### config.mk
export PLATFORM = sky130hd
export DESIGN_NAME = fetch_ctrl_unit_flat
export DESIGN_NICKNAME = d
export VERILOG_FILES = /design/src/rtl/cpu8_pkg.sv /design/src/rtl/fetch_ctrl_unit_if.sv /design/src/rtl/cpu8_op_class.sv /design/src/rtl/fetch_ctrl_unit.sv /design/src/flat_wrapper.sv
export SDC_FILE = /design/constraint.sdc
export NUM_CORES = 1
export LEC_CHECK = 0
export BUFFER_PORTS_ARGS = -buffer_cell sky130_fd_sc_hd__buf_2
export CAP_MARGIN = 10
export CORE_AREA = 3 3 40 42
export CTS_BUF_LIST = sky130_fd_sc_hd__clkbuf_16
export DETAILED_ROUTE_END_ITERATION = 10
export DIE_AREA = 0 0 43 45
export PLACE_DENSITY = 0.87
export SETUP_SLACK_MARGIN = 0.5
export SKIP_LAST_GASP = 1
export SYNTH_ARGS = -nofsm -noshare
export SYNTH_HDL_FRONTEND = slang
export SYNTH_SLANG_ARGS = --single-unit
### constraint.sdc
create_clock -name clk_i -period 3.2 [get_ports clk_i]
set_input_delay 0 -clock clk_i [delete_from_list [all_inputs] [get_ports clk_i]]
set_output_delay 0 -clock clk_i [all_outputs]
set_load 0.005 [all_outputs]
### src/rtl/cpu8_pkg.sv
// Shared definitions for the 8-bit CPU fetch/sequencing logic:
// opcode constants, FSM state encoding and the opcode-class record.
package cpu8_pkg;

    localparam logic [3:0] OP_NOP = 4'h0;
    localparam logic [3:0] OP_JMP = 4'h8;
    localparam logic [3:0] OP_JZ  = 4'h9;
    localparam logic [3:0] OP_HLT = 4'hF;

    typedef enum logic [2:0] {
        ST_IDLE   = 3'd0,
        ST_FETCH  = 3'd1,
        ST_DECODE = 3'd2,
        ST_EXEC   = 3'd3,
        ST_HALT   = 3'd4
    } state_t;

    typedef struct packed {
        logic is_jmp;
        logic is_jz;
        logic is_hlt;
        logic is_nop;
        logic is_exec;
    } op_class_t;

endpackage

### src/rtl/fetch_ctrl_unit_if.sv
// Handshake/strobe bundle between the fetch controller, the instruction
// read unit and the execute datapath.
interface fetch_ctrl_unit_if;

    logic       start_i;
    logic [7:0] instr_i;
    logic       zero_i;
    logic       exec_ready_i;
    logic       imen_o;
    logic       iren_o;
    logic       pcen_o;
    logic       mod_o;
    logic [3:0] addr_o;
    logic       exec_valid_o;
    logic [3:0] op_o;
    logic [3:0] opd_o;
    logic       halted_o;

    modport master (
        input  start_i, instr_i, zero_i, exec_ready_i,
        output imen_o, iren_o, pcen_o, mod_o, addr_o,
               exec_valid_o, op_o, opd_o, halted_o
    );

    modport slave (
        output start_i, instr_i, zero_i, exec_ready_i,
        input  imen_o, iren_o, pcen_o, mod_o, addr_o,
               exec_valid_o, op_o, opd_o, halted_o
    );

endinterface

### src/rtl/cpu8_op_class.sv
// Combinational opcode classifier: exactly one class bit is set per opcode;
// anything that is not a control opcode belongs to the execute class.
module cpu8_op_class
    import cpu8_pkg::*;
(
    input  logic [3:0] i_opcode,
    output op_class_t  o_class
);

    always_comb begin
        o_class         = '0;
        o_class.is_nop  = (i_opcode == OP_NOP);
        o_class.is_jmp  = (i_opcode == OP_JMP);
        o_class.is_jz   = (i_opcode == OP_JZ);
        o_class.is_hlt  = (i_opcode == OP_HLT);
        o_class.is_exec = !(o_class.is_nop || o_class.is_jmp ||
                            o_class.is_jz  || o_class.is_hlt);
    end

endmodule

### src/rtl/fetch_ctrl_unit.sv
// Fetch/decode sequencer: issues PC/memory/IR strobes to the instruction read
// unit, resolves jumps locally and offers other ops to execute via valid/ready.
module fetch_ctrl_unit
    import cpu8_pkg::*;
(
    input  logic               clk_i,
    input  logic               rst_i,
    fetch_ctrl_unit_if.master  bus
);

    state_t     r_state;
    logic [3:0] r_op;
    logic [3:0] r_opd;

    op_class_t  w_cls;
    logic       w_taken;
    logic       w_imen;
    logic       w_iren;
    logic       w_pcen;
    logic       w_mod;
    logic [3:0] w_addr;
    logic       w_valid;
    logic       w_halted;

    cpu8_op_class u_op_class (
        .i_opcode (bus.instr_i[7:4]),
        .o_class  (w_cls)
    );

    assign w_taken = w_cls.is_jmp || (w_cls.is_jz && bus.zero_i);

    always_ff @(posedge clk_i or negedge rst_i) begin
        if (!rst_i) begin
            r_state <= ST_IDLE;
            r_op    <= 4'h0;
            r_opd   <= 4'h0;
        end else begin
            case (r_state)
                ST_IDLE: begin
                    if (bus.start_i) r_state <= ST_FETCH;
                end
                ST_FETCH: r_state <= ST_DECODE;
                ST_DECODE: begin
                    r_op  <= bus.instr_i[7:4];
                    r_opd <= bus.instr_i[3:0];
                    if (w_cls.is_hlt)       r_state <= ST_HALT;
                    else if (w_cls.is_exec) r_state <= ST_EXEC;
                    else                    r_state <= ST_FETCH;
                end
                ST_EXEC: begin
                    if (bus.exec_ready_i) r_state <= ST_FETCH;
                end
                ST_HALT: r_state <= ST_HALT;
                default: r_state <= ST_IDLE;
            endcase
        end
    end

    // Strobes are decoded from state so reset clears them without a clock edge.
    always_comb begin
        w_imen   = 1'b0;
        w_iren   = 1'b0;
        w_pcen   = 1'b0;
        w_mod    = 1'b0;
        w_addr   = 4'h0;
        w_valid  = 1'b0;
        w_halted = 1'b0;
        case (r_state)
            ST_FETCH: begin
                w_imen = 1'b1;
                w_iren = 1'b1;
            end
            ST_DECODE: begin
                w_pcen = w_cls.is_nop || w_cls.is_jmp || w_cls.is_jz || w_cls.is_exec;
                if (w_taken) begin
                    w_mod  = 1'b1;
                    w_addr = bus.instr_i[3:0];
                end
            end
            ST_EXEC:  w_valid  = 1'b1;
            ST_HALT:  w_halted = 1'b1;
            default: ;
        endcase
    end

    assign bus.imen_o       = w_imen;
    assign bus.iren_o       = w_iren;
    assign bus.pcen_o       = w_pcen;
    assign bus.mod_o        = w_mod;
    assign bus.addr_o       = w_addr;
    assign bus.exec_valid_o = w_valid;
    assign bus.op_o         = r_op;
    assign bus.opd_o        = r_opd;
    assign bus.halted_o     = w_halted;

endmodule

### src/flat_wrapper.sv
// flat-port wrapper written by rule: the top's interface ports become plain ports
module fetch_ctrl_unit_flat import cpu8_pkg::*;
  (clk_i, rst_i, bus_start_i, bus_instr_i, bus_zero_i, bus_exec_ready_i, bus_imen_o, bus_iren_o, bus_pcen_o, bus_mod_o, bus_addr_o, bus_exec_valid_o, bus_op_o, bus_opd_o, bus_halted_o);
  fetch_ctrl_unit_if bus_i ();
  input  logic clk_i;
  input  logic rst_i;
  input wire logic [$bits(bus_i.start_i)-1:0] bus_start_i;
  input wire logic [$bits(bus_i.instr_i)-1:0] bus_instr_i;
  input wire logic [$bits(bus_i.zero_i)-1:0] bus_zero_i;
  input wire logic [$bits(bus_i.exec_ready_i)-1:0] bus_exec_ready_i;
  output wire logic [$bits(bus_i.imen_o)-1:0] bus_imen_o;
  output wire logic [$bits(bus_i.iren_o)-1:0] bus_iren_o;
  output wire logic [$bits(bus_i.pcen_o)-1:0] bus_pcen_o;
  output wire logic [$bits(bus_i.mod_o)-1:0] bus_mod_o;
  output wire logic [$bits(bus_i.addr_o)-1:0] bus_addr_o;
  output wire logic [$bits(bus_i.exec_valid_o)-1:0] bus_exec_valid_o;
  output wire logic [$bits(bus_i.op_o)-1:0] bus_op_o;
  output wire logic [$bits(bus_i.opd_o)-1:0] bus_opd_o;
  output wire logic [$bits(bus_i.halted_o)-1:0] bus_halted_o;
  assign bus_i.start_i = bus_start_i;
  assign bus_i.instr_i = bus_instr_i;
  assign bus_i.zero_i = bus_zero_i;
  assign bus_i.exec_ready_i = bus_exec_ready_i;
  assign bus_imen_o = bus_i.imen_o;
  assign bus_iren_o = bus_i.iren_o;
  assign bus_pcen_o = bus_i.pcen_o;
  assign bus_mod_o = bus_i.mod_o;
  assign bus_addr_o = bus_i.addr_o;
  assign bus_exec_valid_o = bus_i.exec_valid_o;
  assign bus_op_o = bus_i.op_o;
  assign bus_opd_o = bus_i.opd_o;
  assign bus_halted_o = bus_i.halted_o;
  fetch_ctrl_unit u_core (.clk_i(clk_i), .rst_i(rst_i), .bus(bus_i));
endmodule
=== Word level (Yosys, flattened, before mapping) ===
Cells that the tools add are included.

* Flip-flop bits (word level): 11
* Latch bits: 0
* Memory bits (writable): 0
* ROM bits: 0
* Input port bits: 13
* Output and inout bits: 18
* Logic and storage cells: 35
* Memories: 0

* Add/sub/neg operators: 0
* Multipliers: 0
* Divide/modulo/power cells: 0
* Magnitude comparators: 0
* Equal/unequal tests: 9
* Shift operators: 0
* Mux-type cells: 13
* Bitwise gates (word level): 0
* Reductions and logical operators: 10

{| class="wikitable"
|+ Operators with widths
! operator !! count
|-
| $pmux 3 s5 || 1
|-
| $eq 4x4->1 const B || 3
|-
| $mux 3 || 3
|-
| $mux 4 || 2
|-
| $eq 3x2->1 const B || 2
|-
| $mux 1 || 6
|-
| $logic_or 1x1->1 || 5
|-
| $logic_not 4->1 || 1
|-
| $ne 2x2->1 const B || 2
|-
| $eq 3x1->1 const B || 1
|-
| $eq 3x3->1 const B || 1
|-
| $logic_not 3->1 || 1
|-
| $mux 2 || 1
|-
| $reduce_and 2->1 || 1
|-
| $logic_and 1x1->1 || 1
|-
| $logic_not 1->1 || 1
|}

=== Longest topological paths before layout ===
Gate-level depths: netlist (run 1).

* Depth after elaboration: 7
* Mapped depth: 4
* Gate-level depth less buffers: 3

=== Hierarchy ===
A second synthesis (run 1) with hierarchy kept.

* Cells, all modules: 49
* Area total of the unflattened synthesis: 576.8 um^2

{| class="wikitable"
|+ Modules (own cells, without submodules)
! module !! times used !! cells an instance !! area an instance (um^2) !! sequential area each (um^2)
|-
| fetch_ctrl_unit || 1 || 42 || 519.2 || 275.3
|-
| cpu8_op_class || 1 || 7 || 57.6 || 0.0
|}

=== Worst setup path after synthesis (run 1) ===
No wires, ideal clock.

* Kind: register to register
* From: reg u_core.r_state[2]
* To: reg u_core.r_op[0], in the netlist u_core.bus.op_o[0]
* Arrival: 1.223 ns
* Required time: 3.073 ns
* Setup slack: 1.850 ns
* Stages on the path, launching flop included: 4
* Path buffers: 1
* Cells stage by stage: dfrtp_1 nor3b_4 buf_6 mux2_1

* Cells in the longest elaborated chain, start to end: 1

{| class="wikitable"
|+ RTL lines
! element !! line !! RTL
|-
| start, declared || fetch_ctrl_unit.sv:11 || <nowiki>state_t r_state;</nowiki>
|-
| start signal, assigned || fetch_ctrl_unit.sv:34 || <nowiki>r_state <= ST_IDLE;</nowiki>
|-
| start signal, assigned || fetch_ctrl_unit.sv:40 || <nowiki>if (bus.start_i) r_state <= ST_FETCH;</nowiki>
|-
| start signal, assigned || fetch_ctrl_unit.sv:42 || <nowiki>ST_FETCH: r_state <= ST_DECODE;</nowiki>
|-
| $eq 3x2->1 || fetch_ctrl_unit.sv:38 || <nowiki>case (r_state)</nowiki>
|-
| end signal, assigned || fetch_ctrl_unit.sv:44 || <nowiki>r_op <= bus.instr_i[7:4];</nowiki>
|-
| end, declared || fetch_ctrl_unit.sv:12 || <nowiki>logic [3:0] r_op;</nowiki>
|}

Every way passes these cells.
A chain may end at the register's enable or synchronous reset.

=== Worst setup path after layout (run 1) ===
* From: reg u_core.r_state[2]
* To: out bus_addr_o[3]

* Cells in the longest elaborated chain, start to end: 2

{| class="wikitable"
|+ RTL lines
! element !! line !! RTL
|-
| $eq 3x2->1 || fetch_ctrl_unit.sv:68 || <nowiki>case (r_state)</nowiki>
|-
| $mux 4 || fetch_ctrl_unit.sv:68 ||
|-
| end, declared || flat_wrapper.sv:15 || <nowiki>output wire logic [$bits(bus_i.addr_o)-1:0] bus_addr_o;</nowiki>
|}

Every way passes these cells.

==> results of run 1 <==
## metal layers
layer  wire (um)  share of wire, %  vias to the layer above
li1            -                 -                      235
met2         720                56                       16
met5           0                 0                        -
met1         500                39                      230
met4          20               1.5                        0
met3          53               4.1                        3
## registers in the layout, summed over array words and instances, names as in the netlist
register          cells
u_core.r_state        3
u_core.bus.opd_o      4
u_core.bus.op_o       4
## worst max-delay path: cells and delay by family, from the launching register on
| family | cells | cell delay (ps) |
|---|---|---|
| buf+inv | 1 | 110 |
| simple gates | 2 | 830 |
| flops | 1 | 450 |
## cell type report
| cell class | count | share of cell area [%] |
|---|---|---|
| sequential | 11 | 33.7 |
| multi-input combinational | 30 | 30.8 |
| timing repair buffer | 33 | 22.1 |
| clock buffer | 3 | 9.19 |
| tap | 15 | 2.30 |
| inverter | 3 | 1.38 |
| clock inverter | 1 | 0.613 |
## logic make-up after synthesis
family	after synthesis	share of synthesized area [%]
compound gates	6	10.1
flops	11	49.4
buf+inv	5	5.39
mux	8	16.2
simple gates	16	18.9
## Yosys cell counts, drive strengths merged
library cell and n:
nor3 1, dfrtp 11, nor3b 2, and2 3
inv 3, mux2 8, buf 2, nor2 1
o21bai 1, a2111oi 1, and3b 1, o32ai 1
and3 4, o21ai 1, a21oi 1, nand4 1
o31ai 1, nand2 3
## path summary, 6_finish.rpt
check	to	slack [ps]	depth (start not counted)
max in group asynchronous	u_core.bus.opd_o[1]	2830	2
worst min register to register	u_core.bus.opd_o[3]	480	1
min in group asynchronous	u_core.bus.opd_o[3]	160	2
worst min-delay path	u_core.r_state[0]	3	3
worst max register to register	u_core.bus.op_o[2]	1630	2
worst max-delay path	bus_addr_o[3]	1570	3
## power by group through the flow
stage               Sequential [W]  Clock [W]  Combinational (W)
detailed placement        0.000255          0           0.000272
global route              0.000262   0.000236           0.000299
finish                    0.000253   0.000224           0.000274
global placement          0.000251          0           0.000262
CTS                       0.000254   0.000227           0.000279
floorplan                 0.000255          0           0.000176
## through the flow
step	worst slack, ps	instance area, um2
floorplan	1850	557
global placement	1700	707
detailed placement	1640	707
CTS	1580	817
global route	1510	817
finish	1570	817
==> parameters.txt, run 1 <==
Parameter                              Value

Critical path
  CP max FO    15
  Critical register-to-register path startpoint    u_core.r_state[2]
  Endpoint type of the worst setup path    output port
  Slowest CP cell    nor3b_4
  Origin of the worst setup path    u_core.r_state[2]
  Startpoint kind of the worst setup timing path    flop
  Crit path largest cell delay    a little under 600 ps
  Worst EP required    3200 ps
  Critical Path AT    1630 ps
  Start-to-end type of the worst setup path    flop to output port
  Cells traversed along the worst timing path    nor3b_4 -> and3_1 -> buf_2

STA
  Clk_skew    0.507 ps
  Slew @ Worst Pin    633 ps
  Fin crit period    1630 ps
  Final total negative setup slack    0 ps
  Max Transition Viols Final    0
  Count of endpoints failing hold in the final timing report    0
  Normalized max-slew margin    57.7%
  Final-report setup violation count    0
  Tightest hold margin    about 3.0 ps
  Final cycle utilization of the critical path    50.9%
  Highest clock frequency the design can meet    0.614 GHz
  Setup repair after global routing missed its margin    no

Global route
  Number of global-route vias before repair    between 400 and 500
  Wire length of the first global-routing pass    2.07 mm
  GRT Resource Usage Total    14.3%
  Met3 routing resource usage after global routing    1.59%
  GRT Max-Usage Layer    met2
  Remaining global-route overflow    0
  Met1 Usage GRT    between 15 and 20%
  Maximum number of pins on one net before global-route repair    16
  Met2 Usage GRT    approximately 27%
  Antenna violations before repair    0

Floorplanning
  DIE HEIGHT    45 um
  # IOs    31
  Area of the die    1940 um2
  Starting density of the core    43.3%
  Site row count    13
  Core region area    1280 um2
  Width of the die    roughly 43 um

Place
  Count of port buffers added during placement    30
  Estimated wirelength of the detail-placed design    953 um
  Cell count after placement    89
  Final GP Congestion    approximately 0.66

Layout
  Top library cells by usage in the layout, fill and taps aside    buf_2, dfrtp_1, mux2_2
  Most common library cell in the layout ignoring fill and taps    buf_2
  Share of final-layout standard cells stronger than drive strength 1    53.1%
  Sequential Area    275 um2
  Non-filler cells, final    96
  Final core utilization    between 60 and 70%
  Area Overhead vs Synth    46.7%
  Area of combinational cells with multiple inputs    251 um2
  Final Net Count    95
  Layout filler cell count    ~110
  Number of inserted diodes    0

CTS
  Number of resized instances in the post-cts repair step    0
  Clk Latency, worst-skew pair    roughly 230 ps
  Clock Tree Buf Depth    2
  Root buf cell    clkbuf_16
  Post-CTS Hold Fix Bufs    3
  Number of buffers created by CTS    3
  Number of post-CTS setup repair buffers    0
  Clock tree from TritonCTS    yes
  Clock H-tree levels    1
  Clock transition at the registers of the reported paths    ~40 ps
  Clock sink total    11

Pwr
  Combinational share of power    36.5%
  Internal portion of total power    0.000528 W
  Register share of total power    between 30% and 40%
  Maximum ir drop on the vdd rail    0.541 mV
  Share of total power in the clock network    29.8%
  Power density over the cells    920 nW/um2
  Leakage Power    between 0.4 and 0.5 nW
  Net switching fraction of the power    29.7%
  Net switching power figure    0.000223 W
  Final Total Pwr    0.000751 W

Route
  Routed length per placed instance    13.5 um
  # DRC    0
  Vias/cell    5.04
  Wirelength, routed    1.29 mm
  Final ANT Viol Nets    0
  First-pass detailed-route iteration total    4
  Routed vias    about 480
  Initial DRC Count    4

Logic synthesis
  Number of cells produced by synthesis    46
  Flop and latch count out of synthesis    11
  Avg Synthesized Cell Area    12.1 um2
  Synthesis warning total    0
  Dominant cell type by area after synthesis    dfrtp_1
  Ranking of synthesized cells by area    dfrtp_1, mux2_2, mux2_1, and3_1, and2_1
  Count of distinct cell types in the synthesized netlist    22
  Total standard cell area after synthesis    557 um2
  Proportion of netlist area held by the largest area contributor    49.4%
  Part of the Yosys area used for sequential elements    ~49%
  Net Count, Synth    59

Run
  Count of max-cap constraint violations    0

Run status
  Status    complete, no violations

Min path
  Worst hold path type    input port to flop
  Min-Delay Startpoint    bus_start_i
(Power assumes the default switching activity.)
==> inputs of run 2 (changes only) <==
--- a/config.mk
+++ b/config.mk
@@ -7,11 +7,11 @@
 export LEC_CHECK = 0
 export BUFFER_PORTS_ARGS = -buffer_cell sky130_fd_sc_hd__buf_2
 export CAP_MARGIN = 10
-export CORE_AREA = 3 3 40 42
+export CORE_MARGIN = 3
+export CORE_UTILIZATION = 41
 export CTS_BUF_LIST = sky130_fd_sc_hd__clkbuf_16
 export DETAILED_ROUTE_END_ITERATION = 10
-export DIE_AREA = 0 0 43 45
-export PLACE_DENSITY = 0.87
+export PLACE_DENSITY = 0.86
 export SETUP_SLACK_MARGIN = 0.5
 export SKIP_LAST_GASP = 1
 export SYNTH_ARGS = -nofsm -noshare
==> constraint.sdc (replaced) <==
create_clock -name clk_i -period 1.58 [get_ports clk_i]
set_input_delay 0 -clock clk_i [delete_from_list [all_inputs] [get_ports clk_i]]
set_output_delay 0 -clock clk_i [all_outputs]
set_load 0.005 [all_outputs]
==> run 2 against run 1 <==
  * Register-to-register slack worse by 1400 ps
  * Sequential power up 99%
  * Clock power up 110%
  * Critical path depth up 1
  * Combinational power rose to 3.0 times the previous value
  * Cell area up 16%
  * Critical endpoint is now bus_addr_o[2]
  * Largest cell class is now multi-input combinational cells
  * Highest routed layer unchanged
==> parameters.txt, run 2 (same netlist as run 1, synthesis figures left out) <==
Parameter                              Value

Pwr
  Power density over the cells    1870 nW/um2
  Maximum ir drop on the vdd rail    1.30 mV
  Final Total Pwr    0.00178 W
  Leakage Power    0.484 nW

STA
  Final total negative setup slack    0 ps
  Max Transition Viols Final    0
  Final cycle utilization of the critical path    83.9%
  Count of endpoints failing hold in the final timing report    0
  Highest clock frequency the design can meet    0.754 GHz
  Clk_skew    1.35 ps
  Normalized max-slew margin    61.6%
  Setup repair after global routing missed its margin    yes
  Fin crit period    1330 ps
  Slew @ Worst Pin    574 ps
  Final-report setup violation count    0

CTS
  Clk Latency, worst-skew pair    240 ps
  Clock Tree Buf Depth    2
  Clock H-tree levels    1
  Root buf cell    clkbuf_16
  Clock sink total    11
  Clock tree from TritonCTS    yes
  Clock transition at the registers of the reported paths    40 ps
  Number of buffers created by CTS    3

Run
  Count of max-cap constraint violations    0

Place
  Estimated wirelength of the detail-placed design    about 1000 um
  Count of port buffers added during placement    30
  Final GP Congestion    0.715

Critical path
  Critical Path AT    1330 ps
  Startpoint kind of the worst setup timing path    flop
  Start-to-end type of the worst setup path    flop to output port
  CP max FO    8
  Endpoint type of the worst setup path    output port
  Worst EP required    1580 ps

Run status
  Status    complete, no violations

Global route
  Maximum number of pins on one net before global-route repair    12
  Number of global-route vias before repair    548
  GRT Resource Usage Total    21.1%
  Wire length of the first global-routing pass    2.75 mm
  Remaining global-route overflow    0
  Antenna violations before repair    0

Route
  Routed length per placed instance    around 16 um
  Vias/cell    5.32
  Final ANT Viol Nets    0
  # DRC    0
  Wirelength, routed    between 1.5 and 2 mm
  Initial DRC Count    6
  First-pass detailed-route iteration total    4
  Routed vias    553

Min path
  Worst hold path type    input port to flop

Floorplanning
  Width of the die    ~43 um
  Area of the die    1840 um2
  # IOs    31
  Starting density of the core    a little under half
  Site row count    12
  DIE HEIGHT    42.9 um
  Core region area    between 1000 and 1500 um2

Layout
  Most common library cell in the layout ignoring fill and taps    buf_2
  Final Net Count    104
  Top library cells by usage in the layout, fill and taps aside    buf_2, dfrtp_1, buf_4
  Number of inserted diodes    0
  Layout filler cell count    70
  Area Overhead vs Synth    70.8%
  Share of final-layout standard cells stronger than drive strength 1    about two thirds
run 2: critical path: stages, from the launching register on:
cell and delay [ps]:
dfrtp_2 410, nor3b_4 240, buf_6 160, and3_4 180, buf_6 90
run 2: worst paths after layout:
check | start | end | slack (ps) | cells after the start
setup / recovery | u_core.r_state[0] | bus_addr_o[2] | 250 | 4
hold / removal | bus_instr_i[0] | u_core.bus.opd_o[0] | 20 | 2
setup reg to reg | u_core.r_state[0] | u_core.bus.op_o[3] | 260 | 3
hold reg to reg | u_core.bus.opd_o[1] | u_core.bus.opd_o[1] | 500 | 1
max in group asynchronous | rst_i | u_core.r_state[2] | 1190 | 2
min in group asynchronous | rst_i | u_core.bus.opd_o[3] | 170 | 2
run 2: where the power goes:
part | total [W] | internal, W | switching (W)
Sequential | 0.000504 | 0.000423 | 0.0000816
Combinational | 0.000815 | 0.000490 | 0.000325
Clock | 0.000464 | 0.000335 | 0.000128
Total | 0.00178 | 0.00125 | 0.000535
run 2: cell type report:
type | count | area [um2] | area share (%)
well taps | 14 | 17.5 | 1.84
multi-input cells | 30 | 294 | 30.9
clock inverters | 1 | 5.00 | 0.526
flip-flops and latches | 11 | 278 | 29.2
inverters | 3 | 11.3 | 1.18
repair buffers | 42 | 270 | 28.4
clock buffers | 3 | 75.1 | 7.89
run 2: per-layer routing:
metal | part of all wire (%) | GRT usage, % | up-vias
met5 | 0 | 0 | -
met4 | 2.7 | 9.32 | 0
met3 | 6.8 | 7.63 | 6
met2 | 52 | 34.4 | 28
met1 | 39 | 24.5 | 266
li1 | - | - | 253
run 2: through the flow:
step / worst slack [ps] / instances / area, um2 / hold WS (ps) / util (%)
finish: 254 / 104 / 951 / 15.0 / 80.2
global route: 213 / 104 / 951 / 14.0 / 80.2
CTS: 258 / 103 / 922 / 2.52 / 77.7
detailed placement: 230 / 89 / 724 / -117 / 61.1
global placement: 260 / 89 / 724 / -124 / 61.1
floorplan: 253 / 46 / 568 / -296 / -
run 2: timing repair:
item                                   in CTS  in global routing
resized for setup                          10                  4
pin swaps                                   4                  4
endpoints found under the hold margin      14                  0
cloned                                      1                  0
buffers inserted                            5                  1
setup endpoints to repair                  19                 20
hold buffers                                4                  0
==> inputs of run 3 (changes only) <==
==> constraint.sdc (replaced) <==
create_clock -name clk_i -period 1.4 [get_ports clk_i]
set_input_delay 0 -clock clk_i [delete_from_list [all_inputs] [get_ports clk_i]]
set_output_delay 0 -clock clk_i [all_outputs]
set_load 0.005 [all_outputs]
==> run 3 against run 2 <==
  * First-iteration DRC count decreased by 33%
  * Setup slack got worse by 190 ps
  * Hold slack got worse by 7.8 ps
  * Sequential share of layout area increased by 1.7 points
  * Critical path depth increased by 1
  * Critical endpoint is now bus_imen_o
  * Sequential power increased by 13%
  * Clock power increased by 12%
  * Clock-buffer cell count unchanged
  * Register-to-register slack got worse by 130 ps
  * Core utilization decreased by 5.2 points
  * Non-clock buffer count decreased by 4
  * Routed wire length decreased by 16%
==> parameters.txt, run 3 (same netlist as run 1, synthesis figures left out) <==
Parameter                              Value

Run status
  Status    complete, no violations

STA
  Slew @ Worst Pin    482 ps
  Highest clock frequency the design can meet    ~0.75 GHz
  Final-report setup violation count    0
  Normalized max-slew margin    67.8%
  Setup repair after global routing missed its margin    yes
  Max Transition Viols Final    0
  Clk_skew    1.12 ps
  Count of endpoints failing hold in the final timing report    0
  Fin crit period    1330 ps
  Setup slack of the critical path after layout    66.2 ps
  Final cycle utilization of the critical path    95.3%
  Final total negative setup slack    0 ps

Route
  Routed vias    488
  First-pass detailed-route iteration total    3
  Metal1 wirelength    543 um
  # DRC    0
  Detailed-routed wire length on met2    728 um
  Routed length per placed instance    13.7 um
  Routed wire length on met3    about 90 um
  Vias/cell    4.88
  Final ANT Viol Nets    0
  Top layer used by detailed routing    met4
  Initial DRC Count    4
  Wirelength, routed    approximately 1.4 mm

Run
  Count of max-cap constraint violations    0

CTS
  Clock transition at the registers of the reported paths    40 ps
  Clock Tree Buf Depth    2
  Clk Latency, worst-skew pair    about 240 ps
  Clock sink total    11
  Clock tree from TritonCTS    yes
  Number of buffers created by CTS    3
  Clock H-tree levels    1
  Root buf cell    clkbuf_16

Place
  Final GP Congestion    ~0.77
  Estimated wirelength of the detail-placed design    1.00 mm
  Pre-CTS setup slack    122 ps
  Count of port buffers added during placement    30
  Cell count after placement    91
  Total placed instance area    752 um2

Global route
  Antenna violations before repair    0
  GRT Resource Usage Total    17.0%
  Number of global-route vias before repair    ~470
  Maximum number of pins on one net before global-route repair    16
  Wire length of the first global-routing pass    2.21 mm
  Remaining global-route overflow    0

Layout
  Area Overhead vs Synth    59.8%
  Final Net Count    100
  Most common library cell in the layout ignoring fill and taps    buf_2
  Sequential Area    275 um2
  Final std cell area, no fill    about 900 um2
  Top library cells by usage in the layout, fill and taps aside    buf_2, dfrtp_1, mux2_2
  Share of final-layout standard cells stronger than drive strength 1    about 63%
  Layout filler cell count    between 80 and 90
  Non-filler cells, final    100
  Number of inserted diodes    0
  Area of combinational cells with multiple inputs    270 um2

Floorplanning
  # IOs    31
  DIE HEIGHT    42.9 um
  Core region area    1190 um2
  Starting density of the core    roughly 47%
  Area of the die    1840 um2
  Width of the die    between 40 and 50 um
  Site row count    12

Critical path
  Most common cell on crit path    buf_6
  Worst EP required    1400 ps
  Start-to-end type of the worst setup path    flop to output port
  Endpoint type of the worst setup path    output port
  Slowest CP cell    dfrtp_1
  Crit path largest cell delay    400 ps
  Critical Path AT    1330 ps
  Cells traversed along the worst timing path    buf_4 -> buf_6 -> buf_6 -> nor3b_2 -> buf_2
  Startpoint kind of the worst setup timing path    flop
  CP max FO    5

Pwr
  Power density over the cells    roughly 2200 nW/um2
  Leakage Power    0.470 nW
  Final Total Pwr    roughly 0.0019 W
  Maximum ir drop on the vdd rail    1.52 mV

Min path
  Worst hold path type    input port to flop
-- run 3: area by class of cell --
cell class / count / area share (%)
inverter: 3 / 1.27
timing repair buffer: 38 / 26.4
multi-input combinational: 30 / 30.4
clock inverter: 1 / 0.563
tap: 14 / 1.97
sequential: 11 / 30.9
clock buffer: 3 / 8.44
-- run 3: repair_timing --
action | 4_1_cts | 5_1_grt
hold buffers | 2 | 0
buffers inserted | 1 | 2
pin swaps | 1 | 1
gates resized for setup | 1 | 3
hold endpoints to repair | 12 | 0
endpoints found under the setup margin | 21 | 21
-- run 3: worst paths after layout --
path	start	end	slack (ps)	cells past startpoint
worst min-delay path	bus_instr_i[3]	u_core.bus.opd_o[3]	7	2
worst max register to register	u_core.r_state[2]	u_core.bus.op_o[3]	130	3
worst min register to register	u_core.bus.opd_o[1]	u_core.bus.opd_o[1]	500	1
worst max-delay path	u_core.r_state[2]	bus_imen_o	70	5
max in group asynchronous	rst_i	u_core.r_state[0]	1030	2
min in group asynchronous	rst_i	u_core.bus.opd_o[0]	170	2
-- run 3: per-layer routing --
metal / track usage, % / up-vias
met3: 7.63 / 2
met1: 20.1 / 224
met4: 5.59 / 0
met5: 0 / -
met2: 26.9 / 14
li1: - / 248
-- run 3: critical path: cells and delay by family, from the launching register on --
family | cells | cell delay (ps)
buffers and inverters | 4 | 520
flip-flops | 1 | 400
AND/OR/NAND/NOR | 1 | 180
-- run 3: report_power, final --
group / switching [W] / total (W) / internal [W]
Sequential: 0.0000956 / 0.000569 / 0.000474
Clock: 0.000140 / 0.000518 / 0.000378
Combinational: 0.000322 / 0.000830 / 0.000508
Total: 0.000558 / 0.00192 / 0.00136
-- run 3: per-stage QoR --
| stage | hold WS [ps] | util, % |
|---|---|---|
| after floorplan | -296 | - |
| after global placement | -122 | 63.4 |
| after detailed placement | -118 | 63.4 |
| after CTS | 3.84 | 72.8 |
| after global routing | 11.3 | 75.0 |
| final | 7.23 | 75.0 |
